--- src/rtl/tape_sd_adc.sv ---
// First-order sigma-delta ADC for the tape input: synchronises the comparator, drives the RC feedback
// bit, decimates the bitstream into WIDTH-bit samples and slices a hysteresis tape bit. Optional DC tracker: TAPE_SD_ADC_DCTRACK_EN.
module tape_sd_adc #(
    parameter int WIDTH      = 8,
    parameter int DECIM_LOG2 = 8,
    parameter int HYST       = 16,
    parameter int DC_SHIFT   = 4
) (
    input  logic             clk28,
    input  logic             rst_n,
    input  logic             en,
    input  logic             comp_in,
    output logic             fb_out,
    output logic [WIDTH-1:0] sample,
    output logic             sample_valid,
    output logic             overload,
    output logic             tape_bit
);

    localparam logic signed [WIDTH+1:0] HYST_W = (WIDTH+2)'(HYST);

    logic [1:0]              sync_reg;
    logic [DECIM_LOG2-1:0]   cnt_reg;
    logic [DECIM_LOG2:0]     acc_reg;
    logic [DECIM_LOG2:0]     acc_next;
    logic [DECIM_LOG2-1:0]   acc_sat;
    logic                    last_cycle;
    logic [WIDTH-1:0]        sample_next;
    logic                    overload_next;
    logic                    tape_next;
    logic signed [WIDTH+1:0] sample_ext;
    logic signed [WIDTH+1:0] centre;
    logic signed [WIDTH+1:0] upper;
    logic signed [WIDTH+1:0] lower;

    assign acc_next      = acc_reg + {{DECIM_LOG2{1'b0}}, fb_out};
    assign last_cycle    = &cnt_reg;
    // A full window of ones reaches 2^DECIM_LOG2, which saturates to the max code.
    assign acc_sat       = acc_next[DECIM_LOG2] ? '1 : acc_next[DECIM_LOG2-1:0];
    assign sample_next   = acc_sat[DECIM_LOG2-1 -: WIDTH];
    assign overload_next = (acc_next == '0) || acc_next[DECIM_LOG2];

`ifdef TAPE_SD_ADC_DCTRACK_EN
    logic [WIDTH+DC_SHIFT-1:0] mean_reg;
    logic [WIDTH+DC_SHIFT-1:0] mean_next;

    assign centre    = signed'({2'b00, mean_reg[WIDTH+DC_SHIFT-1:DC_SHIFT]});
    // The mean never exceeds max_code << DC_SHIFT, so the update cannot wrap.
    assign mean_next = mean_reg + {{DC_SHIFT{1'b0}}, sample_next}
                                - {{DC_SHIFT{1'b0}}, mean_reg[WIDTH+DC_SHIFT-1:DC_SHIFT]};

    always_ff @(posedge clk28 or negedge rst_n) begin
        if (!rst_n) begin
            mean_reg <= (WIDTH+DC_SHIFT)'(1) << (WIDTH+DC_SHIFT-1);
        end else if (en && last_cycle) begin
            mean_reg <= mean_next;
        end
    end
`else
    localparam logic signed [WIDTH+1:0] MID_W = (WIDTH+2)'(1 << (WIDTH-1));

    assign centre = MID_W;
`endif

    assign sample_ext = signed'({2'b00, sample_next});
    assign upper      = centre + HYST_W;
    assign lower      = centre - HYST_W;

    // Equality with either band edge holds the previous level.
    always_comb begin
        tape_next = tape_bit;
        if (sample_ext > upper) begin
            tape_next = 1'b1;
        end else if (sample_ext < lower) begin
            tape_next = 1'b0;
        end
    end

    always_ff @(posedge clk28 or negedge rst_n) begin
        if (!rst_n) begin
            sync_reg     <= '0;
            fb_out       <= 1'b0;
            cnt_reg      <= '0;
            acc_reg      <= '0;
            sample       <= '0;
            sample_valid <= 1'b0;
            overload     <= 1'b0;
            tape_bit     <= 1'b0;
        end else begin
            sync_reg     <= {sync_reg[0], comp_in};
            fb_out       <= sync_reg[1] & en;
            sample_valid <= 1'b0;
            if (!en) begin
                // Partial windows are discarded so re-enable always starts clean.
                cnt_reg <= '0;
                acc_reg <= '0;
            end else begin
                cnt_reg <= cnt_reg + 1'b1;
                if (last_cycle) begin
                    acc_reg      <= '0;
                    sample       <= sample_next;
                    overload     <= overload_next;
                    tape_bit     <= tape_next;
                    sample_valid <= 1'b1;
                end else begin
                    acc_reg <= acc_next;
                end
            end
        end
    end

endmodule
--- config.mk ---
export PLATFORM = sky130hd
export DESIGN_NAME = tape_sd_adc
export DESIGN_NICKNAME = d
export VERILOG_FILES = /design/src/rtl/tape_sd_adc.sv
export SDC_FILE = /design/constraint.sdc
export NUM_CORES = 1
export LEC_CHECK = 0
export BUFFER_PORTS_ARGS = -buffer_cell sky130_fd_sc_hd__clkbuf_2
export CAP_MARGIN = 20
export CORE_AREA = 2 2 55 57
export DETAILED_ROUTE_END_ITERATION = 6
export DIE_AREA = 0 0 57 59
export GPL_ROUTABILITY_DRIVEN = 0
export PLACE_DENSITY = 0.79
export SLEW_MARGIN = 20
export SYNTH_ARGS = -nofsm -noshare
export SYNTH_HDL_FRONTEND = slang
export SYNTH_SLANG_ARGS = --single-unit
--- constraint.sdc ---
create_clock -name clk28 -period 2.5 [get_ports clk28]
set_clock_uncertainty 0.1 [all_clocks]
set_input_delay 0.25 -clock clk28 [delete_from_list [all_inputs] [get_ports clk28]]
set_output_delay 0.25 -clock clk28 [all_outputs]
set_load 0.01 [all_outputs]
# Word-level counts from Yosys, hierarchy flattened
# Cells that the tools add are included.
# op_classes
n_addsub	2
n_lt_le_gt_ge	2
n_mux	8
n_bitwise	1
n_reduce_logical	6
# op_table
op	n
9-bit 2-to-1 mux	2
8-bit 2-to-1 mux	2
10-bit AND reduction	1
9-bit by 1-bit adder with 9-bit output	1
9-bit logical NOT	1
9-bit AND reduction	1
8-bit by 1-bit adder with 8-bit output (second input constant)	1
8-bit > comparator (second input constant)	1
8-bit by 7-bit less-than comparator with 1-bit output (second input constant)	1
8-bit AND reduction	1
1-bit 2-to-1 mux	4
2-bit nonzero test	1
1-bit AND	1
1-bit logical OR	1
# word_totals
ff_bits	31
input_bits	4
out_inout_bits	12
elab_cells	27

# Logic depth before layout (Yosys ltp)
# Gate-level depths: netlist of run 1.
# depth
ltp_word	5
mapped_depth	8
mapped_depth_nobuf	7

# Least setup slack after synthesis of run 1
# No wires, ideal clock.
# synth_path
path_kind	reg-to-reg
startpoint	register fb_out
endpoint	register sample[4]
setup_ns	0.135
arrival_time_ns	1.710
required_ns	2.265
setup_slack_ns	0.555
path_stages_with_launch	9
n_path_buf	1
synth_period_minus_slack_ns	1.945
cell_sequence	dfrtp_1 -> ha_1 -> ha_1 -> nand3_1 -> nor3_1 -> xnor2_1 -> and2_1 -> buf_2 -> a21oi_1
# synth_via
elab_chain_cells	2
# synth_rtl
element	line	rtl
from (decl)	13	output logic fb_out,
from (signal assigned)	91	fb_out <= sync_reg[1] & en;
9-bit by 1-bit adder with 9-bit output	36	assign acc_next = acc_reg + {{DECIM_LOG2{1'b0}}, fb_out};
8-bit 2-to-1 mux	39	assign acc_sat = acc_next[DECIM_LOG2] ? '1 : acc_next[DECIM_LOG2-1:0];
to (signal assigned)	101	sample <= sample_next;
to (decl)	14	output logic [WIDTH-1:0] sample,
# Every way passes these cells.
# A chain may end at the register's enable or synchronous reset.

# Final worst setup path of run 1
# layout_path
startpoint	register fb_out
endpoint	register sample[0]
# Same word-level chain as after synthesis.

==> run metrics, run 1 <==
outcome completed; CTS sink count 31; number of setup buffers added after CTS 0; worst-margin pin slew 0.733 ns; first-pass GRT wire length 4800 um; vias in the first global route 1067; Initial Util 0.533; fin. max-slew vios 0; initial antenna violation count 0; Finished Cell Area 1600 um^2; Root Buffer clkbuf_4; RSZ-0062 raised after global routing no; R2R Setup Slk 0.36 ns; flip-flop count of the largest register after layout 9; total core area 2710 um^2; top cells by area, synth dfrtp_1 54%, nor2_1 5.5%, xnor2_1 4.2%; TritonCTS clock tree yes; reg2reg path depth 7; max_slew headroom 0.511; Largest stage delay, worst path 0.37 ns; top cell type by total area after synthesis dfrtp_1; synth warn 0; share of layout cells above drive strength 1 0.175; MaxCap Viol Count 0; drt drc 0; Place WS 0.380 ns; post-layout min period 2.14 ns; largest net degree at the start of global routing 32; Chip Height 59 um; buffers and inverters on the worst path 0; DRT iter0 DRCs 10; # rows 19; Synth top area share 0.537; Critical Path End Type register; crit path cell chain ha_1 -> ha_1 -> nand3_1 -> nor3_1 -> xnor2_1 -> and2_1 -> a21oi_1; deepest clock path buffer count 2; CTS clk-pin slew, worst paths 0.09 ns; IO buf count 15; total number of vias 1093; WL/cell 14.2 um; Post-CTS Hold Buffers 2; worst hold path class in -> reg; total track usage 0.190; synth unique cells 35; Slowest-stage cell, CP and2_1; synthesized area 1440 um^2; Power Density 516 nW/um^2; Final setup viols 0; hold_sp en; worst-skew pair later-pin latency 0.33 ns; Num CTS Buffers 5; GR Overflow Total 0; CP delay by family, top simple AND/OR/NAND/NOR gates; Final Hold Vio Count 0; io pins 16; first-pass detailed-route iteration total 4; Critical Path AT 2.25 ns; Final WS setup 0.358 ns; Max H-tree Level 2; register area share after synthesis 0.537; post-synthesis net count 146; Crit Path Category reg -> reg; # resized after CTS 0; setup TNS 0 ns; n_diodes 0; maximum clock frequency 467 MHz; Hold Crit Endpoint cnt_reg[6]; Post-Route Utilization 0.591; startpoint types register; final WL 2720 um; Peak VDD IR 0.446 mV; Worst Path Required 2.61 ns; capture point of the worst reg-to-reg path sample[0]; Leakage 0.748 nW; fin nets 166; fin crit share 0.857; Power, Total 0.827 mW; DP HPWL 1970 um; Post-DP Area 1530 um^2; most frequent CP cell ha_1; Final ANT Viol Nets 0; syn avg cell area 10.4 um^2; FF-to-FF Start fb_out; Post-Synthesis Cells 139; hold path depth 2; Die Width 57 um; DR vias/cell 5.72; Worst Path Max Fanout 9; post-synthesis register bit count 31; area grow syn2layout 11.0%; die area 3360 um^2
-- area by class of cell --
class / count / area, um^2
Clock buffer: 5 / 37.5
Clock inverter: 3 / 15.0
Fill cell: 255 / 1110
Inverter: 2 / 7.51
Multi-Input combinational cell: 101 / 626
Sequential cell: 31 / 776
Tap cell: 31 / 38.8
Timing Repair Buffer: 18 / 103
-- routing by layer --
| layer | share of wire | routed length [um] | vias to the layer above | GRT usage |
|---|---|---|---|---|
| li1 | - | - | 525 | - |
| met1 | 0.44 | 1180 | 535 | 0.233 |
| met2 | 0.50 | 1370 | 26 | 0.315 |
| met3 | 0.041 | 111 | 7 | 0.0590 |
| met4 | 0.019 | 53 | 0 | 0.0764 |
| met5 | 0 | 0 | - | 0 |
-- worst register-to-register path, cell delays in order, from the launching register on --
cell and delay, ns:
dfrtp_1 0.36, ha_1 0.21, ha_1 0.29, nand3_1 0.16, nor3_1 0.24, xnor2_1 0.17, and2_1 0.37, a21oi_1 0.14
-- Yosys cell counts --
master and number:
and2_1 7, and4_4 1, nand4_4 1, xnor2_1 7, buf_4 2, nor3b_1 1, a311o_1 1, a21boi_0 3
nor3_2 1, inv_1 2, nand4_1 1, or3_1 3, a31oi_1 1, or2_1 1, o21ai_0 4, o311ai_0 1
or3b_1 1, nand3_1 10, o31ai_1 1, and4_1 2, nor2b_1 1, o2111a_1 1, nor3_1 4, clkbuf_1 1
a21oi_1 11, nand2_1 6, and3_2 1, buf_2 1, o2bb2ai_1 1, xor2_1 4, ha_1 3, buf_6 1
o21ai_1 1, dfrtp_1 31, nor2_1 21
-- power breakdown --
group / switching, mW / internal, mW / total (mW)
sequential: 0.00513 / 0.509 / 0.514
clock: 0.166 / 0.104 / 0.271
combinational: 0.0262 / 0.0156 / 0.0418
total: 0.198 / 0.629 / 0.827
-- kinds of logic (layout without fill, tap and decap cells) --
family                   Yosys count  after routing  share of synthesized area
XOR/XNOR                          11             11                     0.0667
AND/OR/NAND/NOR                   62             62                      0.233
AO/OA/AOI/OAI                     25             25                      0.107
adder cells (fa/ha/maj)            3              3                     0.0260
buffers and inverters              7             28                     0.0295
flip-flops                        31             31                      0.537
-- cell usage in the layout (no fill, tap or decap), types with 2 or more instances in the layout --
master	Yosys	routed
and2_1	7	7
nand3_1	10	10
and4_1	2	2
clkbuf_4	0	5
clkinv_2	0	3
xor2_1	4	4
o21ai_0	4	4
or3_1	3	3
a21boi_0	3	3
dlygate4sd3_1	0	2
ha_1	3	3
clkbuf_2	0	15
a21oi_1	11	11
nor3_1	4	4
nand2_1	6	6
xnor2_1	7	7
dfrtp_1	31	31
nor2_1	21	21
inv_1	2	2
-- stage by stage --
| step | instances | hold slack, ns |
|---|---|---|
| 6_report | 191 | 0.154 |
| 4_1_cts | 191 | 0.147 |
| 5_1_grt | 191 | 0.168 |
| 3_5_place_dp | 181 | 0.237 |
| 3_3_place_gp | 181 | 0.234 |
| 2_1_floorplan | 139 | -0.146 |
-- how the worst max path moves through the flow --
stage | startpoint | to | depth (start not counted)
after floorplan | fb_out | sample[4] | 8
after global placement | fb_out | sample[4] | 7
after detailed placement | fb_out | sample[0] | 7
after CTS | fb_out | sample[0] | 7
after global routing | fb_out | sample[6] | 7
final | fb_out | sample[0] | 7
Note: power is estimated with default switching activity, not from simulation.
==> run 2, diff against run 1 <==
--- a/config.mk
+++ b/config.mk
@@ -8,10 +8,11 @@
 export BUFFER_PORTS_ARGS = -buffer_cell sky130_fd_sc_hd__clkbuf_2
 export CAP_MARGIN = 20
 export CORE_AREA = 2 2 55 57
+export CTS_BUF_LIST = sky130_fd_sc_hd__clkbuf_8
 export DETAILED_ROUTE_END_ITERATION = 6
 export DIE_AREA = 0 0 57 59
 export GPL_ROUTABILITY_DRIVEN = 0
-export PLACE_DENSITY = 0.79
+export PLACE_DENSITY = 0.73
 export SLEW_MARGIN = 20
 export SYNTH_ARGS = -nofsm -noshare
 export SYNTH_HDL_FRONTEND = slang
==> run metrics, run 2 (synthesized netlist as in run 1, its figures left out) <==
number of setup buffers added after CTS 0; total track usage 0.206; FF-to-FF Start fb_out; Worst Path Required 2.55 ns; DP HPWL 1980 um; Slowest-stage cell, CP dfrtp_1; outcome completed; placed cells 181; vias in the first global route 1154; final WL 2750 um; non-filler instance count after layout 191; Chip Height 59 um; grt peak-use layer met2; worst-margin pin slew 0.722 ns; CP delay by family, top simple AND/OR/NAND/NOR gates; Initial Util 0.533; most frequent cells in the layout 31 x dfrtp_1, 21 x nor2_1, 15 x clkbuf_2; share of layout cells above drive strength 1 0.169; largest net degree at the start of global routing 32; # rows 19; n_diodes 0; startpoint types register; die area 3360 um^2; Leakage 0.769 nW; CTS clk-pin slew, worst paths 0.07 ns; IO buf count 15; setup TNS 0 ns; Final setup viols 0; Num CTS Buffers 5; flip-flop count of the largest register after layout 9; M1 GR Usage 0.237; R2R Setup Slk 0.36 ns; filler instances 256; total core area 2710 um^2; drt drc 0; fin crit share 0.856; worst-skew pair later-pin latency 0.28 ns; Peak VDD IR 0.490 mV; most frequent CP cell ha_1; DR vias/cell 5.52; M3 GR Usage 0.0655; worst hold path class in -> reg; global routing usage on met2 0.355; CTS sink count 31; DRT iter0 DRCs 23; max_slew headroom 0.518; Crit Path Category reg -> reg; fin. max-slew vios 0; Max H-tree Level 2; Final ANT Viol Nets 0; Power Density 594 nW/um^2; area grow syn2layout 14.3%; Largest stage delay, worst path 0.35 ns; hold_sp en; Die Width 57 um; io pins 16; fin nets 166; Root Buffer clkbuf_8; commonest non-fill, non-tap cell in the layout dfrtp_1; capture point of the worst reg-to-reg path sample[1]; deepest clock path buffer count 2; reg2reg path depth 7; first-pass detailed-route iteration total 4; WL/cell 14.4 um; maximum clock frequency 467 MHz; post-layout min period 2.14 ns; first-pass GRT wire length 5100 um; initial antenna violation count 0; Critical Path AT 2.19 ns; total number of vias 1055; GR Overflow Total 0; buffers and inverters on the worst path 0; TritonCTS clock tree yes; Worst Path Max Fanout 9; # resized after CTS 0; RSZ-0062 raised after global routing no; Hold Crit Endpoint fb_out; hold path depth 2; MaxCap Viol Count 0; Final Hold Vio Count 0; Critical Path End Type register; crit path cell chain ha_1 -> ha_1 -> nand3_1 -> nor3_1 -> xnor2_1 -> and2_1 -> a21oi_1
==> run 2: cell count changes in the layout (fill, tap and decap cells not counted) <==
cell	previous run	this run
clkbuf_4	5	0
clkbuf_8	0	7
clkinv_2	3	0
inv_1	2	3
==> run 2: layout make-up <==
type	count	area [um^2]	share of cell area
sequential	31	776	0.470
clock inverter	1	3.75	0.00227
clock buffer	7	96.3	0.0584
inverter	2	7.51	0.00455
tap	31	38.8	0.0235
multi-input combinational	101	626	0.379
timing repair buffer	18	103	0.0622
==> run 2: per-stage QoR <==
step	hold slack [ns]	setup WS, ns	util	power [mW]	instance area [um^2]
floorplan	-0.146	0.555	-	0.545	1440
global placement	0.234	0.447	0.565	0.564	1530
CTS	0.221	0.375	0.609	0.999	1650
global route	0.249	0.163	0.609	1.03	1650
finish	0.228	0.359	0.609	0.981	1650
detailed placement	0.238	0.388	0.565	0.565	1530
==> run 2: repair_timing <==
action                                 4_1_cts  5_1_grt
setup endpoints to repair                    0        0
endpoints found under the hold margin       32        0
hold buffers                                 2        0
==> run 2: power breakdown <==
part	total, mW	internal [mW]	switching, mW
clock network	0.424	0.247	0.177
logic	0.0416	0.0156	0.0260
registers	0.515	0.510	0.00516
==> run 2: worst max path at each step <==
stage	startpoint	end	slack (ns)	depth (start not counted)
after floorplan	fb_out	sample[4]	0.55	8
after global placement	fb_out	sample[3]	0.45	7
after detailed placement	fb_out	sample[7]	0.39	7
after CTS	fb_out	sample[1]	0.38	7
after global routing	fb_out	sample[3]	0.16	7
final	fb_out	sample[1]	0.36	7
==> run 2: layer usage <==
layer  wire length [um]  up-vias
met4                 61        0
li1                   -      520
met1               1190      518
met5                  0        -
met3                 84        5
met2               1410       12
==> run 3, diff against run 2 <==
--- a/config.mk
+++ b/config.mk
@@ -8,7 +8,6 @@
 export BUFFER_PORTS_ARGS = -buffer_cell sky130_fd_sc_hd__clkbuf_2
 export CAP_MARGIN = 20
 export CORE_AREA = 2 2 55 57
-export CTS_BUF_LIST = sky130_fd_sc_hd__clkbuf_8
 export DETAILED_ROUTE_END_ITERATION = 6
 export DIE_AREA = 0 0 57 59
 export GPL_ROUTABILITY_DRIVEN = 0
==> run metrics, run 3 (synthesized netlist as in run 1, its figures left out) <==
outcome completed; wire length on met3 91 um; worst hold path class in -> reg; Critical Path AT 2.26 ns; Final ANT Viol Nets 0; DR vias/cell 5.64; Post-Route Utilization 0.597; CTS sink count 31; vias in the first global route 1156; Worst Setup SP fb_out; IO buf count 15; first-pass GRT wire length 5110 um; Largest stage delay, worst path 0.36 ns; buffers and inverters on the worst path 0; non-filler instance count after layout 191; worst-margin pin slew 0.725 ns; top sig layer met4; wl on met1 1170 um; DRT iter0 DRCs 20; n_diodes 0; placed cells 181; commonest non-fill, non-tap cell in the layout dfrtp_1; Peak VDD IR 0.419 mV; maximum clock frequency 466 MHz; routed length on met2 1460 um; CP delay by family, top simple AND/OR/NAND/NOR gates; share of layout cells above drive strength 1 0.169; deepest clock path buffer count 2; Root Buffer clkbuf_4; TritonCTS clock tree yes; Critical Path End Type register; RSZ-0062 raised after global routing no; hold_sp en; crit path cell chain ha_1 -> ha_1 -> nand3_1 -> nor3_1 -> xnor2_1 -> and2_1 -> a21oi_1; final WL 2770 um; FF-to-FF Start fb_out; max_slew headroom 0.517; Chip Height 59 um; Leakage 0.752 nW; GR Overflow Total 0; drt drc 0; fin crit share 0.859; Die Width 57 um; io pins 16; total number of vias 1077; Slowest-stage cell, CP dfrtp_1; first-pass detailed-route iteration total 4; Initial Util 0.533; Num CTS Buffers 5; post-layout min period 2.15 ns; largest net degree at the start of global routing 32; fin nets 166; Final setup viols 0; startpoint types register; flip-flop count of the largest register after layout 9; most frequent CP cell ha_1; initial antenna violation count 0; R2R Setup Slk 0.35 ns; most frequent cells in the layout 31 x dfrtp_1, 21 x nor2_1, 15 x clkbuf_2; WL/cell 14.5 um; total track usage 0.205; fin. max-slew vios 0; Crit Path Category reg -> reg; die area 3360 um^2; Power Density 548 nW/um^2; Final Hold Vio Count 0; MaxCap Viol Count 0; worst-skew pair later-pin latency 0.34 ns; total core area 2710 um^2; Max H-tree Level 2; area grow syn2layout 12.1%; setup TNS 0 ns; Worst Path Required 2.61 ns; CTS clk-pin slew, worst paths 0.10 ns; Worst Path Max Fanout 9; # rows 19; filler instances 253; # resized after CTS 0; Power, Total 0.888 mW; DP HPWL 1980 um
run 3: area by class of cell:
class,count,area (um^2),share of cell area
repair buffers,18,103,0.0634
flip-flops and latches,31,776,0.479
multi-input cells,101,626,0.386
clock buffers,8,68.8,0.0425
well taps,31,38.8,0.0240
inverters,2,7.51,0.00464
run 3: worst paths after layout:
kind	cells past startpoint	end
hold reg to reg	0	sync_reg[1]
min in group asynchronous	2	fb_out
setup reg to reg	7	sample[1]
max in group asynchronous	2	cnt_reg[1]
setup / recovery	7	sample[1]
hold / removal	2	fb_out
run 3: layer usage:
metal  GRT usage  vias up
met3      0.0721        6
li1            -      520
met5           0        -
met2       0.358        8
met4      0.0731        0
met1       0.234      543
run 3: timing repair:
item	4_1_cts	5_1_grt
hold endpoints to repair	32	0
buffers inserted	0	0
hold buffers	2	0
run 3: power by group:
group	switching, mW	internal [mW]
clock network	0.166	0.165
registers	0.00518	0.509
logic	0.0262	0.0156
run 3: stage by stage:
step / worst slack (ns) / cell area (um^2) / hold slack, ns
floorplan: 0.555 / 1440 / -0.146
global placement: 0.447 / 1530 / 0.234
detailed placement: 0.388 / 1530 / 0.238
CTS: 0.369 / 1620 / 0.165
global route: 0.156 / 1620 / 0.175
finish: 0.353 / 1620 / 0.162
